[src/rtl/uart_receiver.sv]
// 8N1 UART receiver: 2-flop synchronizer, bit-centre sampling, byte out with valid / framing-error pulses.
// Latency ~9.5 bit periods + 3 clocks from start edge; no backpressure. `UART_RX_MAJORITY_EN selects 2-of-3 sampling.
module uart_receiver #(
    parameter int CLKS_PER_BIT = 10416,
    parameter int CNT_W        = 14
) (
    input  logic       clk,
    input  logic       reset,
    input  logic       RxD,
    output logic [7:0] data,
    output logic       rx_valid,
    output logic       frame_err,
    output logic       busy
);

    localparam logic [CNT_W-1:0] FULL_M1 = CNT_W'(CLKS_PER_BIT - 1);
    localparam logic [CNT_W-1:0] HALF_M1 = CNT_W'(CLKS_PER_BIT / 2 - 1);

    typedef enum logic [1:0] {IDLE, START, DATA, STOP} state_t;

    state_t           state, state_n;
    logic [CNT_W-1:0] cnt, cnt_n;
    logic [3:0]       bit_cnt, bit_n;
    logic [7:0]       shreg, shreg_n;
    logic [7:0]       data_n;
    logic             valid_n, err_n;
    logic             rx_m, rx_s;
    logic [CNT_W-1:0] target;
    logic             at_target;
    logic             sample;

    // Synchronizer flops reset high so a released reset never looks like a start bit.
    always_ff @(posedge clk) begin
        if (reset) begin
            rx_m <= 1'b1;
            rx_s <= 1'b1;
        end else begin
            rx_m <= RxD;
            rx_s <= rx_m;
        end
    end

    assign target    = (state == START) ? HALF_M1 : FULL_M1;
    assign at_target = (cnt == target);

`ifdef UART_RX_MAJORITY_EN
    logic maj2, maj1;

    // Capture the two samples leading up to the decision point.
    always_ff @(posedge clk) begin
        if (reset) begin
            maj2 <= 1'b1;
            maj1 <= 1'b1;
        end else begin
            if (cnt == target - CNT_W'(2)) maj2 <= rx_s;
            if (cnt == target - CNT_W'(1)) maj1 <= rx_s;
        end
    end

    assign sample = (maj2 & maj1) | (maj2 & rx_s) | (maj1 & rx_s);
`else
    assign sample = rx_s;
`endif

    always_ff @(posedge clk) begin
        if (reset) begin
            state     <= IDLE;
            cnt       <= '0;
            bit_cnt   <= '0;
            shreg     <= '0;
            data      <= '0;
            rx_valid  <= 1'b0;
            frame_err <= 1'b0;
        end else begin
            state     <= state_n;
            cnt       <= cnt_n;
            bit_cnt   <= bit_n;
            shreg     <= shreg_n;
            data      <= data_n;
            rx_valid  <= valid_n;
            frame_err <= err_n;
        end
    end

    always_comb begin
        state_n = state;
        cnt_n   = cnt;
        bit_n   = bit_cnt;
        shreg_n = shreg;
        data_n  = data;
        valid_n = 1'b0;
        err_n   = 1'b0;
        case (state)
            IDLE: begin
                cnt_n = '0;
                if (!rx_s) state_n = START;
            end
            START: begin
                if (at_target) begin
                    cnt_n   = '0;
                    bit_n   = '0;
                    state_n = sample ? IDLE : DATA;
                end else begin
                    cnt_n = cnt + CNT_W'(1);
                end
            end
            DATA: begin
                if (at_target) begin
                    cnt_n   = '0;
                    shreg_n = {sample, shreg[7:1]};
                    bit_n   = bit_cnt + 4'd1;
                    if (bit_cnt == 4'd7) state_n = STOP;
                end else begin
                    cnt_n = cnt + CNT_W'(1);
                end
            end
            STOP: begin
                // Leave at mid-stop-bit so a start bit right after the stop bit is caught.
                if (at_target) begin
                    cnt_n   = '0;
                    state_n = IDLE;
                    if (sample) begin
                        data_n  = shreg;
                        valid_n = 1'b1;
                    end else begin
                        err_n = 1'b1;
                    end
                end else begin
                    cnt_n = cnt + CNT_W'(1);
                end
            end
            default: state_n = IDLE;
        endcase
    end

    assign busy = (state != IDLE);

endmodule

[config.mk]
export PLATFORM = sky130hd
export DESIGN_NAME = uart_receiver
export DESIGN_NICKNAME = d
export VERILOG_FILES = /design/src/rtl/uart_receiver.sv
export SDC_FILE = /design/constraint.sdc
export NUM_CORES = 1
export LEC_CHECK = 0
export BUFFER_PORTS_ARGS = -buffer_cell sky130_fd_sc_hd__buf_2
export CORE_MARGIN = 4
export CORE_UTILIZATION = 60
export CTS_BUF_LIST = sky130_fd_sc_hd__clkbuf_2
export CTS_CLUSTER_SIZE = 14
export DETAILED_ROUTE_END_ITERATION = 10
export PLACE_DENSITY = 0.84
export SLEW_MARGIN = 20
export SYNTH_ARGS = -nofsm -noshare
export SYNTH_HDL_FRONTEND = slang
export SYNTH_SLANG_ARGS = --single-unit
[constraint.sdc]
create_clock -name clk -period 4.4 [get_ports clk]
set_input_delay 0.22 -clock clk [delete_from_list [all_inputs] [get_ports clk]]
set_output_delay 0.22 -clock clk [all_outputs]
set_load 0.01 [all_outputs]
== Word level (Yosys, flattened, before mapping) ==
Index checks and enable logic that the tools add are counted.

* Add/subtract/negate cells: 2
* Equal/unequal tests: 10
* Mux-type cells: 15
* Bitwise operators: 2
* Reductions and logical operators: 9

{| class="wikitable"
|+ Operators with widths
! cell !! number
|-
| 14-bit 2-to-1 mux || 2
|-
| 14-bit one-hot mux with 2 select lines || 1
|-
| 14-bit by 1-bit adder with 14-bit output, second input constant || 1
|-
| 14-bit == test || 1
|-
| 2-bit 2-to-1 mux || 6
|-
| 2-bit != test, second input constant || 5
|-
| 4-bit 2-to-1 mux || 2
|-
| 2-bit one-hot mux with 4 select lines || 1
|-
| 4-bit one-hot mux with 2 select lines || 1
|-
| 3-bit AND reduction || 2
|-
| 3-bit OR reduction || 2
|-
| 5-bit AND reduction || 1
|-
| 4-bit by 1-bit adder with 4-bit output, second input constant || 1
|-
| 2-bit == test, second input constant || 2
|-
| 4-bit by 3-bit == test with 1-bit output, second input constant || 1
|-
| 2-bit nonzero test || 2
|-
| 2-bit by 1-bit == test with 1-bit output, second input constant || 1
|-
| 2-bit logical NOT || 1
|-
| 1-bit 2-to-1 mux || 2
|-
| 1-bit NOT || 2
|-
| 2-bit AND reduction || 1
|}

* Register bits: 40
* Bits of input ports: 3
* Output and inout port bits: 11
* Word-level logic and storage cells: 47

== Longest topological paths before layout ==
Gate-level depths: netlist of the first run.

* Depth after elaboration: 5
* Gate-level depth with buffers: 9
* Depth with buffers taken out: 6

== Worst setup path after synthesis of the first run ==
No wires, ideal clock.

* Kind: reg-to-reg
* From: register cnt[0]
* To: register cnt[8]
* Arrival time: 1.838 ns
* Required time: 4.337 ns
* Path slack: 2.500 ns
* Stages on the path, launching flop included: 9
* Buffers on the path: 2
* Period minus slack after synthesis: 1.900 ns
* Cell sequence: dfxtp_1 ha_1 and4bb_2 a21boi_2 o21a_1 or3_1 buf_6 buf_12 nor2_4

* Word-level cells in the longest chain between the ends: 3
* Elaborated cells on any way between the ends: 4
* Those cells by class: add/sub (1); eq/ne (1); mux (2)

{| class="wikitable"
|+ Ends and longest elaborated chain
! what !! line !! RTL
|-
| start, declared || 22 || <nowiki>logic [CNT_W-1:0] cnt, cnt_n;</nowiki>
|-
| start signal, assigned || 76 || <nowiki>cnt <= cnt_n;</nowiki>
|-
| 14-bit by 1-bit adder with 14-bit output / 14-bit == test (equally long branches) || -- ||
|-
| 14-bit 2-to-1 mux (*) || 99, 108, 119 ||
|-
| 14-bit one-hot mux with 2 select lines (*) || 93 || <nowiki>case (state)</nowiki>
|}

Mark *: on every way between the ends. The rest lies on a longest branch, timed or not.
A chain may end at the register's enable or synchronous reset.

== Worst setup path after layout of the first run ==
* From: register cnt[0]
* To: register cnt[3]

Same word-level chain as after synthesis.

==> run_results.csv, run 1 <==
group,metric,value,unit
worst_setup_path,crit_slowest_cell,"or3_1",
clocking,post_cts_buffers,0,
worst_hold_path,whs_endpoint,"data[7]$_SDFFE_PP0P_",
global_routing,grt.met2_usage,0.3155,
worst_setup_path,crit_path_max_fanout,14,
floorplanning,fp.dieArea,4044,sq um
floorplanning,rows,19,
worst_hold_path,min_path_type,"primary input to register",
worst_setup_path,slowest_delay,0.83,ns
route,drc,0,
synthesis,yosys_register_bits,40,
cells_and_area,fin_util,0.6855,
sta,fin_crit,2.903,ns
synthesis,synth_top_flop_cell,"dfxtp_1",
global_routing,grt-busiest-layer,"met2",
route,wirelength,3.368,mm
global_routing,gr-usage-all-layers,0.1874,
clocking,htreeDepth,2,
global_routing,grtUsageMet1,0.2316,
worst_setup_path,path_depth,6,
placed_design,postPlaceCellArea,1881,sq um
route,routed_via_density,5.924,
worst_setup_path,cp.arrival,3.13,ns
global_routing,grt_overflow,0,
route,wire_per_inst,14.27,microns
sta,setup_viol,0,
cells_and_area,design_area,1956,sq um
synthesis,syn_area_per_cell,9.558,sq um
cells_and_area,antenna_cells,0,
sta,min_period_over_period,0.6599,
power_and_ir_drop,p_total,596.4,uW
clocking,insertion_delay,0.38,ns
worst_setup_path,worst-path-buf-inv,0,
worst_setup_path,r2r_end,"cnt[3]$_SDFF_PP0_",
synthesis,synth_edf_count,0,
synthesis,syn_area,1854,sq um
floorplanning,start_util,0.6500,
worst_setup_path,reg2reg_setup_slack,1.50,ns
worst_setup_path,worst_ep_required_time,4.63,ns
route,drtAntennaViolNets,0,
synthesis,async_flop_share,0,
global_routing,grt_pass1_wl,6.037,mm
route,drtPass1Iterations,4,
clocking,clk_pin_slew,0.19,ns
clocking,cts-root-buf,"clkbuf_2",
placed_design,gp_congestion,0.9046,
cells_and_area,multi_input_area,960.9,sq um
global_routing,antenna_found_initial,0,
sta,drv_slew,0,
cells_and_area,layout.nets,209,
synthesis,ys_types,45,
global_routing,grtUsageMet3,0.04618,
worst_setup_path,end_kind,"register",
floorplanning,core,2853,sq um
clocking,post_cts_resized,0,
clocking,cts_max_path_buffers,2,
synthesis,ys_seq_area_frac,0.4318,
sta,grt_setup_unrepaired,"no",
sta,fmax,344.4,MHz
clocking,cts_hold_buf,1,
clocking,cts.sinks,40,
synthesis,syn_nets,199,
worst_setup_path,worst_setup_path_start_kind,"register",
worst_setup_path,rr_worst_depth,6,
run_status,status,"finished clean",
worst_hold_path,min_from,"reset",
synthesis,synth_cells,194,
worst_setup_path,r2r-start,"cnt[0]$_SDFF_PP0_",
sta,tns,0,ns
worst_setup_path,path_class,"register to register",
power_and_ir_drop,p_leak,0.0007311,uW
power_and_ir_drop,power_density,305.0,nW/um^2
synthesis,synth_warnings,0,
placed_design,hpwl,2.387,mm
clocking,tritoncts.num_buffers,5,
worst_setup_path,cp_cell_sequence,"ha_1 > and4bb_2 > a21boi_2 > o21a_1 > or3_1 > nor2_1",
placed_design,io_buffers,13,
cells_and_area,drive_gt1_frac,0.2049,
sta,hold_violations,0,
route,via_count,1398,
cells_and_area,fillers,235,
global_routing,grt_max_degree,28,
route,drt_iter0_drc,80,
power_and_ir_drop,ir_drop,0.0002964,V
sta,maxSlewHeadroom,0.3520,
floorplanning,die_w,63.59,microns
sta,skew,0.01825,ns
cells_and_area,area_growth,5.466,%
worst_hold_path,hold_depth,2,
floorplanning,io_pins,14,
sta,hold_slack,0.2412,ns
flow_run,drv_cap,0,
cells_and_area,final-seq-area,800.8,sq um
sta,worst_pin_slew,0.9719,ns
clocking,cts_tree,"built",
worst_setup_path,crit_family,"simple AND/OR/NAND/NOR gates",
floorplanning,die_h,63.59,microns
global_routing,grt_pass1_vias,1359,
-- final cells by class --
class	count	share of cell area
clock buffer	6	0.01536
inverter	4	0.007678
timing repair buffer	14	0.03839
clock inverter	2	0.01791
multi-input combinational	139	0.4914
tap	31	0.01983
sequential	40	0.4095
-- routing by layer --
layer | vias up | part of all wire
li1 | 700 | -
met1 | 657 | 0.46
met2 | 35 | 0.48
met3 | 6 | 0.043
met4 | 0 | 0.015
met5 | - | 0
-- synth_stat cells, types with 3 or more instances --
cell type	count	area, sq um
nand3_1	19	95.09
nor2_1	17	63.81
o21ai_0	4	20.02
a21oi_1	12	60.06
nor2_4	8	90.09
clkbuf_1	6	22.52
mux2i_1	11	110.1
nand2_1	14	52.55
dfxtp_1	40	800.8
xnor2_1	3	26.28
or3_1	3	18.77
xor2_1	9	78.83
inv_1	4	15.01
nor3_1	5	25.02
-- stage by stage --
step | cells | setup WS (ns)
finish | 236 | 1.497
global route | 236 | 1.275
CTS | 236 | 1.496
detailed placement | 227 | 1.511
global placement | 227 | 1.729
floorplan | 194 | 2.500
-- worst max-delay path by stage --
stage | start | to
after floorplan | cnt[0]$_SDFF_PP0_ | cnt[8]$_SDFF_PP0_
after global placement | cnt[0]$_SDFF_PP0_ | cnt[5]$_SDFF_PP0_
after detailed placement | cnt[0]$_SDFF_PP0_ | cnt[3]$_SDFF_PP0_
after CTS | cnt[0]$_SDFF_PP0_ | cnt[3]$_SDFF_PP0_
after global routing | cnt[0]$_SDFF_PP0_ | cnt[3]$_SDFF_PP0_
final | cnt[0]$_SDFF_PP0_ | cnt[3]$_SDFF_PP0_
-- worst register-to-register path: cells and delay by family, from the launching register on --
family / cells / cell delay (ns)
adders and majority gates: 1 / 0.28
AOI/OAI and AO/OA: 2 / 0.80
DFF: 1 / 0.44
and+or+nand+nor: 3 / 1.25
-- state kept, by name (all words and copies together), names as in the netlist, named ones only --
name / cells
rx_s: 1
rx_m: 1
data: 8
shreg: 8
cnt: 14
frame_err: 1
bit_cnt: 4
state: 1
rx_valid: 1
-- power by group --
| group | leakage [uW] | switching, uW | internal [uW] |
|---|---|---|---|
| logic | 0.000365 | 10.2 | 5.25 |
| clock network | 0.0000430 | 114 | 97.9 |
| registers | 0.000323 | 3.98 | 366 |
| total | 0.000731 | 128 | 469 |
-- placed cells by master, fill, tap and decap left out, types with 2 or more instances in the layout --
cell type and n:
a21oi_1 12, a31oi_1 2, and3_1 2, and4bb_2 2, buf_2 13, clkbuf_2 6
dfxtp_1 40, ha_1 2, inv_1 4, mux2i_1 11, nand2_1 14, nand3_1 19
nand4_1 2, nor2_1 17, nor2_2 2, nor2_4 8, nor3_1 5, o21ai_0 4
or2_2 2, or3_1 3, xnor2_1 3, xor2_1 9
-- cells by family after synthesis --
kind of cell,after synthesis,share of synthesized area
buffers and inverters,15,0.04993
xor gates and xnor gates,12,0.05669
DFF,40,0.4318
muxes,11,0.05938
adders and majority gates,2,0.01349
AOI/OAI and AO/OA,27,0.1032
and+or+nand+nor,87,0.2854
(Power assumes the default switching activity.)
==> run 2, diff against run 1 <==
- ABC_AREA: not set -> 1
- clock period: 4.4 -> 2.7 ns (I/O delays scaled with it)
==> run 2 against run 1 <==
  * Maximum frequency is 48% higher
  * Final cell count is 23% higher
  * Largest power group unchanged
  * Total power is 80% higher
  * Core utilization is 1.4 points higher
  * Count of clock-buffer cells in the layout is 1 lower
  * Register-to-register slack worse by 0.76 ns
==> run_results.csv, run 2 <==
group,metric,value,unit
run_status,status,"finished clean",
global_routing,gr-usage-all-layers,0.1722,
worst_setup_path,reg2reg_setup_slack,0.74,ns
floorplanning,io_pins,14,
global_routing,grt_pass1_vias,1284,
clocking,clk_pin_slew,0.18,ns
sta,grt_setup_unrepaired,"no",
route,routed_via_density,5.072,
cells_and_area,layout.nets,264,
synthesis,synth_top_area_cell,"dfxtp_1",
worst_setup_path,slowest_delay,0.66,ns
worst_setup_path,crit_slowest_cell,"dfxtp_1",
power_and_ir_drop,ir_drop,0.0004262,V
synthesis,async_flop_share,0,
global_routing,grt_pass1_wl,5.471,mm
worst_setup_path,worst_ep_required_time,3.00,ns
cells_and_area,antenna_cells,0,
cells_and_area,fin_util,0.6998,
synthesis,netlist.area_leader.share,0.4482,
floorplanning,die_h,62.57,microns
flow_run,drv_cap,0,
synthesis,syn_area_per_cell,7.323,sq um
global_routing,antenna_found_initial,0,
floorplanning,fp.dieArea,3915,sq um
synthesis,syn_area,1787,sq um
sta,worst_pin_slew,0.5203,ns
clocking,tritoncts.num_buffers,5,
synthesis,synth_common_cells,"45 x nand2_1, 40 x dfxtp_1, 38 x inv_1, 31 x nor2_1, 19 x a21oi_1",
placed_design,dp_cells,281,
route,wirelength,3.136,mm
power_and_ir_drop,p_leak,0.0007882,uW
power_and_ir_drop,power_density,546.7,nW/um^2
cells_and_area,largest_reg_flops,14,
clocking,cts_tree,"built",
floorplanning,core,2805,sq um
sta,min_period_over_period,0.7268,
cells_and_area,fillers,253,
clocking,cts_max_path_buffers,2,
placed_design,hpwl,2.240,mm
worst_setup_path,rr_worst_depth,9,
worst_setup_path,crit_family,"simple AND/OR/NAND/NOR gates",
global_routing,grt_max_degree,21,
clocking,insertion_delay,0.38,ns
placed_design,gp_congestion,0.7640,
cells_and_area,final_cell_mix,"45 x nand2_1, 40 x dfxtp_1, 38 x inv_1",
worst_setup_path,end_kind,"register",
synthesis,yosys_register_bits,40,
sta,setup_viol,0,
synthesis,synth_top_flop_cell,"dfxtp_1",
sta,hold_violations,0,
cells_and_area,layoutNonFillerInstCount,290,
sta,fin_crit,1.962,ns
worst_setup_path,r2r_end,"bit_cnt[3]$_SDFFE_PP0P_",
worst_setup_path,path_depth,9,
global_routing,grt_overflow,0,
sta,fmax,509.6,MHz
worst_setup_path,crit_path_max_fanout,18,
worst_setup_path,worstSetupEndpoint,"bit_cnt[3]$_SDFFE_PP0P_",
synthesis,synthTopCellsByArea,"dfxtp_1 45%, nand2_1 9.5%, inv_1 8.0%, nor2_1 6.5%, a21oi_1 5.3%",
synthesis,synth_edf_count,0,
worst_setup_path,path_class,"register to register",
route,drc,0,
sta,tns,0,ns
synthesis,syn_nets,249,
floorplanning,start_util,0.6369,
route,drtAntennaViolNets,0,
sta,skew,0.007690,ns
worst_setup_path,cp_cell_sequence,"nor2_2 > nor2_1 > nand2_1 > nand2_2 > nand4_2 > nand2_1 > nand3_1 > nand2_1 > nor2_1",
synthesis,synth_cells,244,
clocking,cts-root-buf,"clkbuf_2",
cells_and_area,area_growth,9.874,%
cells_and_area,drive_gt1_frac,0.1274,
sta,drv_slew,0,
route,wire_per_inst,10.81,microns
cells_and_area,top_regs,"cnt x14, data x8, shreg x8",
synthesis,synth.most_common_cell,"nand2_1",
cells_and_area,layout_commonest_cell,"nand2_1",
worst_setup_path,critPathMostFrequentCell,"nand2_1",
synthesis,ys_types,28,
worst_hold_path,min_path_type,"register to register",
synthesis,ys_seq_area_frac,0.4482,
synthesis,synth_warnings,0,
floorplanning,die_w,62.57,microns
cells_and_area,regMostFlops,"cnt",
clocking,htreeDepth,2,
worst_setup_path,worst-path-buf-inv,0,
sta,hold_slack,0.4381,ns
floorplanning,rows,19,
placed_design,io_buffers,13,
route,drtPass1Iterations,4,
sta,maxSlewHeadroom,0.6522,
route,via_count,1471,
worst_setup_path,cp.arrival,2.26,ns
worst_setup_path,worst_setup_path_start_kind,"register",
clocking,cts.sinks,40,
route,drt_iter0_drc,85,
-- run 2: changes by cell type after synthesis, sizes merged, moves of 3 or more --
cell,change
inv,+35
nand2,+32
mux2i,-11
nand4,+11
o21ai,+9
nor2,+8
a21oi,+7
nand3,-7
xor2,-7
clkbuf,-3
or3,-3
-- run 2: layout make-up --
| type | count | area, sq um | share of cell area |
|---|---|---|---|
| inverter | 39 | 146.4 | 0.07457 |
| clock inverter | 2 | 60.06 | 0.03059 |
| multi-input combinational | 158 | 807.0 | 0.4111 |
| clock buffer | 5 | 25.02 | 0.01275 |
| timing repair buffer | 15 | 85.08 | 0.04334 |
| tap | 31 | 38.79 | 0.01976 |
| sequential | 40 | 800.8 | 0.4079 |
-- run 2: worst min path at each step --
stage / startpoint / cells past startpoint / endpoint / slack [ns]
global route: rx_m$_SDFF_PP1_ / 1 / rx_s$_SDFF_PP1_ / 0.45
finish: rx_m$_SDFF_PP1_ / 1 / rx_s$_SDFF_PP1_ / 0.44
CTS: RxD / 3 / rx_m$_SDFF_PP1_ / 0.42
detailed placement: RxD / 2 / rx_m$_SDFF_PP1_ / 0.32
floorplan: reset / 1 / bit_cnt[1]$_SDFFE_PP0P_ / 0.20
global placement: RxD / 2 / rx_m$_SDFF_PP1_ / 0.32
-- run 2: where the power goes --
part / switching, uW / internal, uW / total [uW]
logic: 29.6 / 14.3 / 43.8
registers: 5.10 / 596 / 601
clock network: 183 / 245 / 428
-- run 2: kinds of logic (layout without fill, tap and decap cells) --
| family | after synthesis | after routing | synth area share |
|---|---|---|---|
| fa+ha+maj | 2 | 2 | 0.01400 |
| flops | 40 | 40 | 0.4482 |
| xor+xnor | 4 | 4 | 0.01961 |
| simple gates | 118 | 118 | 0.3214 |
| buf+inv | 46 | 61 | 0.1001 |
| compound gates | 34 | 34 | 0.09664 |
-- run 2: timing repair --
item	4_1_cts	5_1_grt
hold buffers	2	0
endpoints found under the setup margin	0	0
buffers inserted	0	0
resized for setup	0	0
endpoints found under the hold margin	4	0
-- run 2: per-layer routing --
layer  vias to the layer above  part of all wire  GRT usage
li1                        807                 -          -
met1                       629              0.49     0.2209
met2                        29              0.45     0.2770
met3                         6             0.046    0.04856
met4                         0             0.014    0.05785
met5                         -                 0          0
-- run 2: through the flow --
stage          instance area (sq um)  setup slack, ns  power (uW)
2_1_floorplan                   1787            1.216       643.8
3_3_place_gp                    1858           0.8642       652.5
3_5_place_dp                    1858           0.7644       654.2
4_1_cts                         1963           0.7313        1086
5_1_grt                         1963           0.4323        1121
6_report                        1963           0.7377        1073
==> run 3, diff against run 2 <==
- ABC_AREA: 1 -> 0
- clock period: 2.7 -> 1.98 ns (I/O delays scaled with it)
==> run 3 against run 2 <==
  * Core utilization increased by 1.6 points
  * Flip-flop and latch count unchanged
  * Highest routed layer unchanged
  * Via count decreased by 2.0%
  * Wire length increased by 15%
  * Register-to-register slack got worse by 0.64 ns
  * Sequential power increased by 36%
  * Non-clock buffer count increased by 10
  * Setup slack got worse by 0.64 ns
  * Critical path depth decreased by 3
  * Critical path type unchanged
  * Largest cell class unchanged
==> run_results.csv, run 3 (synthesis gave the netlist of run 1 again) <==
group,metric,value,unit
run_status,status,"finished clean",
route,drtAntennaViolNets,0,
floorplanning,die_h,63.59,microns
flow_run,drv_cap,0,
floorplanning,start_util,0.6500,
worst_setup_path,crit_start,"cnt[5]$_SDFF_PP0_",
route,via_count,1442,
worst_hold_path,min_from,"reset",
placed_design,io_buffers,13,
global_routing,grtUsageMet1,0.2209,
clocking,cts-root-buf,"clkbuf_2",
cells_and_area,layoutNonFillerInstCount,246,
global_routing,grtUsageMet3,0.07460,
power_and_ir_drop,p_leak,0.0007889,uW
worst_setup_path,r2r-start,"cnt[5]$_SDFF_PP0_",
sta,hold_violations,0,
route,drt_iter0_drc,73,
global_routing,grt_pass1_vias,1423,
worst_hold_path,min_path_type,"primary input to register",
worst_setup_path,worst_setup_path_start_kind,"register",
cells_and_area,regMostFlops,"cnt",
cells_and_area,drive_gt1_frac,0.2651,
sta,min_period_over_period,0.9495,
floorplanning,die_w,63.59,microns
route,drtPass1Iterations,4,
global_routing,grt_overflow,0,
placed_design,hpwl,2.557,mm
global_routing,grt.met2_usage,0.3351,
global_routing,grt_pass1_wl,6.196,mm
cells_and_area,final_cell_mix,"37 x dfxtp_1, 19 x nand3_1, 17 x nor2_1",
sta,hold_slack,0.1093,ns
sta,setup_viol,0,
floorplanning,fp.dieArea,4044,sq um
cells_and_area,antenna_cells,0,
sta,skew,0.02242,ns
placed_design,dp_cells,237,
route,routed_via_density,5.862,
power_and_ir_drop,power_density,583.0,nW/um^2
worst_setup_path,r2r_end,"bit_cnt[0]$_SDFFE_PP0P_",
power_and_ir_drop,ir_drop,0.0005693,V
clocking,cts_tree,"built",
worst_setup_path,crit_slowest_cell,"dfxtp_1",
cells_and_area,largest_reg_flops,14,
sta,fin_crit,1.880,ns
floorplanning,rows,19,
route,drc,0,
cells_and_area,top_regs,"cnt x14, data x8, shreg x8",
cells_and_area,area_growth,10.19,%
clocking,cts_max_path_buffers,2,
placed_design,gp_congestion,0.9048,
cells_and_area,layout.nets,220,
global_routing,gr-usage-all-layers,0.1960,
cells_and_area,fillers,210,
sta,fmax,531.9,MHz
floorplanning,io_pins,14,
clocking,cts.sinks,40,
sta,finalWorstSetupSlack,0.1001,ns
clocking,insertion_delay,0.40,ns
worst_setup_path,rr_worst_depth,6,
floorplanning,core,2853,sq um
worst_setup_path,reg2reg_setup_slack,0.10,ns
worst_setup_path,worstSetupEndpoint,"bit_cnt[0]$_SDFFE_PP0P_",
clocking,htreeDepth,2,
worst_setup_path,end_kind,"register",
worst_setup_path,worst_ep_required_time,2.31,ns
global_routing,grt-busiest-layer,"met2",
route,wire_per_inst,14.69,microns
clocking,tritoncts.num_buffers,5,
sta,drv_slew,0,
sta,worst_pin_slew,0.4484,ns
worst_setup_path,crit_path_max_fanout,6,
worst_setup_path,cp.arrival,2.21,ns
global_routing,grt_max_degree,28,
clocking,clk_pin_slew,0.19,ns
cells_and_area,layout_commonest_cell,"dfxtp_1",
sta,maxSlewHeadroom,0.7011,
worst_setup_path,slowest_delay,0.49,ns
worst_setup_path,path_class,"register to register",
worst_setup_path,cp_cell_sequence,"nand3_1 > nor4b_4 > buf_4 > o21ai_2 > or3_1 > a31oi_1",
route,wirelength,3.614,mm
global_routing,antenna_found_initial,0,
placed_design,place_ws,0.02204,ns
[run 3: cell types whose count changed in the layout (fill, tap and decap cells not counted), sizes merged, moves of 9 or more]
cell,delta
buf,+11
inv,-35
mux2i,+11
nand2,-32
nand4,-11
o21ai,-9
[run 3: repair_timing]
| action | CTS | global route |
|---|---|---|
| endpoints found under the hold margin | 1 | 0 |
| setup buffers | 0 | 1 |
| setup endpoints to repair | 0 | 33 |
| resized for setup | 0 | 6 |
| hold buffers | 1 | 0 |
[run 3: per-stage QoR]
stage                     total power (uW)  instance area (sq um)  TNS [ns]    util
after floorplan                      866.5                   1854         0       -
after global placement               874.2                   1968         0  0.6899
after detailed placement             876.1                   1968         0  0.6899
after CTS                             1195                   2013         0  0.7057
after global routing                  1237                   2043  -0.02028  0.7162
final                                 1191                   2043         0  0.7162
[run 3: worst max-delay path: cells and delay by family, from the launching register on]
family | cells | cell delay [ns]
AOI/OAI and AO/OA | 2 | 0.27
DFF | 1 | 0.49
buffers and inverters | 1 | 0.19
and+or+nand+nor | 3 | 0.86
[run 3: worst min path at each step]
stage,to,cells after the start
6_report,data[1]$_SDFFE_PP0P_,2
5_1_grt,shreg[7]$_SDFFE_PP0P_,2
4_1_cts,data[1]$_SDFFE_PP0P_,2
3_5_place_dp,rx_m$_SDFF_PP1_,2
3_3_place_gp,rx_m$_SDFF_PP1_,2
2_1_floorplan,rx_m$_SDFF_PP1_,1
[run 3: power breakdown]
part           total, uW  switching (uW)  internal, uW  leakage (uW)
registers            818            5.92           812      0.000324
logic               43.4            26.9          16.4      0.000436
clock network        330             246          84.2     0.0000288
total               1190             279           913      0.000789
[run 3: metal layers]
| layer | part of all wire | vias to the layer above |
|---|---|---|
| met2 | 0.49 | 39 |
| met3 | 0.048 | 9 |
| li1 | - | 715 |
| met1 | 0.44 | 679 |
| met5 | 0 | - |
| met4 | 0.018 | 0 |
[run 3: cell type report]
class                           count  area [sq um]  area share
Timing Repair Buffer               25         170.2     0.08328
Clock inverter                      1         5.005    0.002449
Inverter                            4         15.01    0.007348
Sequential cell                    40         804.5      0.3938
Clock buffer                        6         30.03     0.01470
Multi-Input combinational cell    139         979.7      0.4795
Tap cell                           31         38.79     0.01898
